$ cat config.mk
export PLATFORM = sky130hd
export DESIGN_NAME = ram_sx_arb
export DESIGN_NICKNAME = d
export VERILOG_FILES = /design/src/rtl/ram_arb_pkg.sv /design/src/rtl/rr_pick.sv /design/src/rtl/ram_sx_arb.sv
export SDC_FILE = /design/constraint.sdc
export NUM_CORES = 1
export LEC_CHECK = 0
export CORE_AREA = 2 2 383 385
export DETAILED_ROUTE_END_ITERATION = 10
export DIE_AREA = 0 0 385 387
export HOLD_SLACK_MARGIN = 0.02
export PLACE_DENSITY = 0.34
export REMOVE_ABC_BUFFERS = 1
export SLEW_MARGIN = 25
export SYNTH_ARGS = -nofsm -noshare
export SYNTH_HDL_FRONTEND = slang
export SYNTH_SLANG_ARGS = --single-unit
$ cat constraint.sdc
create_clock -name AClkH -period 4.9 [get_ports AClkH]
set_clock_uncertainty 0.2 [all_clocks]
set_input_delay 0.735 -clock AClkH [delete_from_list [all_inputs] [get_ports AClkH]]
set_output_delay 0.735 -clock AClkH [all_outputs]
set_load 0.02 [all_outputs]
$ cat src/rtl/ram_arb_pkg.sv
// Shared types and helpers for the RAM arbiter family.
package ram_arb_pkg;

  // Largest requester count any arbiter in this family supports.
  localparam int CReqCntMax = 8;
  // Index width that covers CReqCntMax requesters.
  localparam int CIdxW = 3;
  // Lock counter width; CLockMax is limited to 255.
  localparam int CLockCntW = 8;

  // Registered burst-lock state: owner, valid flag and consecutive grant count.
  typedef struct packed {
    logic                 vld;
    logic [CIdxW-1:0]     own;
    logic [CLockCntW-1:0] cnt;
  } lock_t;

  // One-hot vector with bit idx set; all zero when idx is outside [0, n).
  function automatic logic [CReqCntMax-1:0] OneHot(input int idx, input int n);
    logic [CReqCntMax-1:0] v;
    v = '0;
    if (idx >= 0 && idx < n && idx < CReqCntMax) v = CReqCntMax'(1) << idx;
    return v;
  endfunction

  // Pointer width for n requesters, never less than one bit.
  function automatic int ClogB(input int n);
    int w;
    w = 1;
    for (int k = 1; k <= 16; k++) begin
      if ((1 << k) < n) w = k + 1;
    end
    return w;
  endfunction

endpackage

$ cat src/rtl/rr_pick.sv
// Combinational round-robin picker: first set request strictly after ptr_i,
// wrapping modulo N, so the requester at ptr_i itself is considered last.
module rr_pick #(
  parameter int N  = 4,
  parameter int PW = 2
) (
  input  logic [N-1:0]  req_i,
  input  logic [PW-1:0] ptr_i,
  output logic [N-1:0]  gnt_o,
  output logic [PW-1:0] idx_o,
  output logic          any_o
);

  logic [PW-1:0] cand;

  // Walk the requesters from ptr_i+1 and take the first active one.
  always_comb begin
    gnt_o = '0;
    idx_o = '0;
    any_o = 1'b0;
    cand  = '0;
    for (int k = 1; k <= N; k++) begin
      cand = PW'((int'(ptr_i) + k) % N);
      if (!any_o && req_i[cand]) begin
        any_o = 1'b1;
        idx_o = cand;
        gnt_o = N'(1) << cand;
      end
    end
  end

endmodule

$ cat src/rtl/ram_sx_arb.sv
// Round-robin arbiter sharing one single-port synchronous RAM between
// CReqCnt requesters, with bounded burst locking and tagged read return.
//
// Handshake: a requester raises AReqWrEn and/or AReqRdEn with address and
// data and holds all of them stable until it sees AReqAck for one cycle;
// the command is accepted in that same cycle. Read data comes back one
// enabled cycle later on AReqMiso, qualified by the one-hot AReqMisoVld.
module ram_sx_arb
  import ram_arb_pkg::*;
#(
  parameter int CReqCnt  = 4,
  parameter int CAddrLen = 13,
  parameter int CDataLen = 128,
  parameter int CLockMax = 8
) (
  input  logic                         AClkH,
  input  logic                         AResetH,
  input  logic                         AClkHEn,
  input  logic [CReqCnt*CAddrLen-1:0]  AReqAddr,
  input  logic [CReqCnt*CDataLen-1:0]  AReqMosi,
  input  logic [CReqCnt-1:0]           AReqWrEn,
  input  logic [CReqCnt-1:0]           AReqRdEn,
  input  logic [CReqCnt-1:0]           AReqLock,
  output logic [CReqCnt-1:0]           AReqAck,
  output logic [CDataLen-1:0]          AReqMiso,
  output logic [CReqCnt-1:0]           AReqMisoVld,
  output logic [CAddrLen-1:0]          ARamAddr,
  output logic [CDataLen-1:0]          ARamMosi,
  output logic                         ARamWrEn,
  output logic                         ARamRdEn,
  input  logic [CDataLen-1:0]          ARamMiso
);

  localparam int PW = ClogB(CReqCnt);

  logic [PW-1:0]      ptr_q, ptr_d;
  logic [CReqCnt-1:0] vld_q, vld_d;
  lock_t              lock_q, lock_d;

  logic [CReqCnt-1:0] active;
  logic [CReqCnt-1:0] rr_gnt;
  logic [PW-1:0]      rr_idx;
  logic               rr_any;

  logic [PW-1:0]      lock_sel;
  logic               lock_hit;
  logic               gnt_any;
  logic [PW-1:0]      gnt_idx;
  logic [CReqCnt-1:0] gnt_vec;
  logic               gnt_rd;
  logic               gnt_wr;
  logic               gnt_lock;
  logic               fire;
  logic [PW-1:0]      mux_sel;

  assign active = AReqWrEn | AReqRdEn;

  rr_pick #(
    .N  (CReqCnt),
    .PW (PW)
  ) u_rr_pick (
    .req_i (active),
    .ptr_i (ptr_q),
    .gnt_o (rr_gnt),
    .idx_o (rr_idx),
    .any_o (rr_any)
  );

  // Grant selection: a live lock under its limit wins, otherwise round-robin.
  always_comb begin
    lock_sel = PW'(lock_q.own);
    lock_hit = lock_q.vld && active[lock_sel] &&
               (lock_q.cnt < CLockCntW'(CLockMax));
    gnt_any  = lock_hit | rr_any;
    gnt_idx  = lock_hit ? lock_sel : rr_idx;
    gnt_vec  = lock_hit ? CReqCnt'(OneHot(int'(lock_sel), CReqCnt)) : rr_gnt;
    gnt_rd   = AReqRdEn[gnt_idx];
    gnt_wr   = AReqWrEn[gnt_idx];
    gnt_lock = AReqLock[gnt_idx];
    // An access only happens on an enabled cycle outside reset.
    fire     = gnt_any & AClkHEn & ~AResetH;
    // With nobody requesting, the RAM bus idles on requester 0.
    mux_sel  = gnt_any ? gnt_idx : '0;
  end

  // Drive acknowledge, RAM port and read return.
  always_comb begin
    AReqAck     = fire ? gnt_vec : '0;
    ARamAddr    = AReqAddr[int'(mux_sel)*CAddrLen +: CAddrLen];
    ARamMosi    = AReqMosi[int'(mux_sel)*CDataLen +: CDataLen];
    ARamWrEn    = fire & gnt_wr;
    ARamRdEn    = fire & gnt_rd;
    AReqMiso    = ARamMiso;
    AReqMisoVld = vld_q & {CReqCnt{AClkHEn}};
  end

  // Next state: pointer, read-valid tag and lock bookkeeping; all hold when disabled.
  always_comb begin
    ptr_d  = ptr_q;
    vld_d  = vld_q;
    lock_d = lock_q;
    if (AClkHEn) begin
      if (gnt_any) begin
        ptr_d = gnt_idx;
        vld_d = gnt_rd ? gnt_vec : '0;
        if (gnt_lock) begin
          lock_d.vld = 1'b1;
          lock_d.own = CIdxW'(gnt_idx);
          if (lock_q.vld && (lock_q.own == CIdxW'(gnt_idx))) begin
            lock_d.cnt = (lock_q.cnt < CLockCntW'(CLockMax)) ?
                         lock_q.cnt + CLockCntW'(1) : lock_q.cnt;
          end else begin
            lock_d.cnt = CLockCntW'(1);
          end
        end else begin
          lock_d = '0;
        end
      end else begin
        vld_d  = '0;
        lock_d = '0;
      end
    end
  end

  // State registers; reset points just below requester 0 so it wins first.
  always_ff @(posedge AClkH or posedge AResetH) begin
    if (AResetH) begin
      ptr_q  <= PW'(CReqCnt - 1);
      vld_q  <= '0;
      lock_q <= '0;
    end else begin
      ptr_q  <= ptr_d;
      vld_q  <= vld_d;
      lock_q <= lock_d;
    end
  end

endmodule

==> impl_metrics.tcl <==
set metrics [dict create \
    yosys.area_share.xor_xnor_pct 0 \
    nFillCells 16855 \
    timing.hold.ws_ps 281 \
    cts_sinks 17 \
    drcViolationCount 0 \
    final.min_clock_period_ps 4850 \
    yosysSeqAreaShare_pct 6.22 \
    place_congestion 0.926 \
    tightest_slew_ps 687 \
    grt_pass1_wl_mm 154 \
    multiInputGateArea_um2 5150 \
    synth_compound_area_share_pct 20.0 \
    slew_headroom_pct 54.1 \
    rsz0062_at_grt "no" \
    ys_warn_count 0 \
    placed_area_um2 17100 \
    synth_top_family_by_area "simple AND/OR/NAND/NOR gates" \
    drive_gt1_share_pct 16.1 \
    endpoint_kind "primary output" \
    dieArea_um2 149000 \
    worstSetupPathType "in -> out" \
    cts_root_buffer "clkbuf_16" \
    p_leak_nw 7.27 \
    avgSynthCellArea_um2 5.43 \
    crit_required_ps 3960 \
    grtUsageTotal_pct 16.0 \
    syn_to_final_growth_pct 159 \
    synthMuxAreaShare_pct 1.73 \
    powerDensity_nw_per_um2 1050 \
    synth_enable_flop_cells 0 \
    start_util_pct 4.75 \
    wl_per_cell_um 32.5 \
    ys_types 55 \
    yosys_register_bits 17 \
    final_cell_area_um2 17800 \
    drv_slew 0 \
    grt_max_degree 60 \
    hold_violations 0 \
    max_cap_viol_count 0 \
    cts_buffer_depth 2 \
    regArea_um2 428 \
    yosysMostFrequentCell "nand2_1" \
    finalWorstSetupSlack_ps 49.4 \
    row_count 140 \
    antenna_found_initial 89 \
    synth-adder-area-share_pct 1.64 \
    viasPerCell 3.34 \
    synth_common_cells "583 x nand2_1, 143 x and3_1, 142 x a31oi_1, 131 x buf_4, 64 x clkbuf_1" \
    hold_class "reg -> reg" \
    power_mw 18.7 \
    async_reset_ff_share_pct 100 \
    finalNetCount 2664 \
    die_w_um 385 \
    synthCells 1267 \
    dp_hpwl_mm 106 \
    synth_simple_gate_area_share_pct 49.5 \
    setup-violations-final 0 \
    synth_top_cell_area_share_pct 31.8 \
    numCtsBuffers 3 \
    ir_drop_mv 0.622 \
    fmax_mhz 206 \
    clk_latency_ps 250 \
    die_y_um 387 \
    via_count 12956 \
    cts_tree "built" \
    core_um2 145000 \
    htree_levels 1 \
    path_clk_slew_ps 60 \
    yosysTopAreaCell "nand2_1" \
    preCtsSetupSlack_ps -391 \
    critPathLaunchType "primary input" \
    finalCoreUtilization_pct 12.3 \
    syn_area_um2 6880 \
    gr-total-overflow 0 \
    status "finished, final reports clean" \
    pin_count 986 \
    firstDrtPassIters 8 \
    timing.final.crit_share_pct 99.0 \
    port_buffers 729 \
    drtAntennaViolNets 0 \
    drt_iter0_markers 873 \
    crit_arrival_ps 3920 \
    synth_flop_cell "dfrtp_1" \
    crit_fanout 8 \
    wl_mm 126 \
    first_global_vias 12669 \
    synth_area_leaders "nand2_1 32%, buf_4 14%, and3_1 13%" \
]
==> layout make-up <==
cell class / count / area share [%]
multi-input cells: 1005 / 28.9
clock inverters: 1 / 0.0281
clock buffers: 3 / 0.422
diodes: 10 / 0.141
well taps: 1917 / 13.5
repair buffers: 906 / 54.3
inverters: 15 / 0.316
flip-flops and latches: 17 / 2.40
==> per-stage QoR <==
| step | cells | setup TNS (ps) |
|---|---|---|
| final | 3874 | 0 |
| after global placement | 3833 | -23920 |
| after floorplan | 1037 | -1033940 |
| after detailed placement | 3833 | -28230 |
| after CTS | 3859 | 0 |
| after global routing | 3867 | 0 |
==> logic make-up (layout without fill, tap and decap cells) <==
logic type	Yosys count	after routing
compound gates	201	201
other cells	0	10
simple gates	787	787
mux	8	8
buf+inv	245	925
flops	17	17
fa+ha+maj	9	9
==> per-layer routing <==
metal / vias to the layer above / wire length [µm] / GRT usage, % / part of all wire, %
met1: 5991 / 50600 / 18.8 / 40
met2: 1180 / 51300 / 23.5 / 41
met3: 188 / 21000 / 12.0 / 17
met4: 42 / 1760 / 0.938 / 1.4
met5: - / 1420 / 6.37 / 1.1
li1: 5555 / - / - / -
==> critical path, stage by stage <==
cell and delay [ps]:
dlygate4sd2_1 270, or2_1 250, mux4_2 490, o221a_4 300
buf_4 130, o41a_4 490, buf_12 160, buf_4 140
mux2i_1 120, a2111oi_0 410, dlygate4sd2_1 390
==> placed cells by master (no fill, tap or decap), types with 5 or more instances in the layout <==
cell             Yosys  routed
dlygate4sd2_1        0      39
buf_4              131     169
ha_1                 9       9
clkbuf_2             0       6
a31oi_2              0       5
dfrtp_1             15      15
and3_1             143     138
buf_6                0       6
inv_1               14      14
nor3_1              17      16
nand2_1            583     578
dlymetal6s2s_1       0       7
bufbuf_16            0       6
a21oi_1             10      10
clkdlybuf4s15_1      0       5
buf_12               0      80
nor2_1              17      17
nor4_1               5       5
diode_2              0      10
clkdlybuf4s50_1      0     578
buf_16               0       6
nand3_1              6       6
a31oi_1            142     136
==> where the power goes <==
| group | leakage, nW | total [mW] | internal [mW] | switching [mW] |
|---|---|---|---|---|
| registers | 0.221 | 0.215 | 0.183 | 0.0325 |
| logic | 7.01 | 18.3 | 8.41 | 9.88 |
| clock network | 0.0409 | 0.167 | 0.109 | 0.0577 |
| total | 7.27 | 18.7 | 8.70 | 9.97 |
==> registers in the layout, summed over array words and instances (netlist names) <==
signal,count
lock_q,11
ptr_q,2
vld_q,4
==> path summary, 6_finish.rpt <==
check	from	to	slack, ps	cells past startpoint
setup reg to reg	ptr_q[0]	lock_q[1]	1050	13
max in group asynchronous	AResetH	lock_q[11]	3080	2
setup / recovery	AReqWrEn[0]	ARamWrEn	50	11
hold / removal	vld_q[0]	vld_q[0]	280	1
min in group asynchronous	AResetH	vld_q[0]	980	2
hold reg to reg	vld_q[0]	vld_q[0]	280	1
==> repair_timing <==
action / in CTS / in global routing
buffers inserted: 14 / 5
resized for setup: 100 / 37
hold buffers: 0 / 0
pin swaps: 4 / 6
endpoints found under the setup margin: 131 / 29
cloned: 9 / 1
Power figures use the tool's default switching activity.
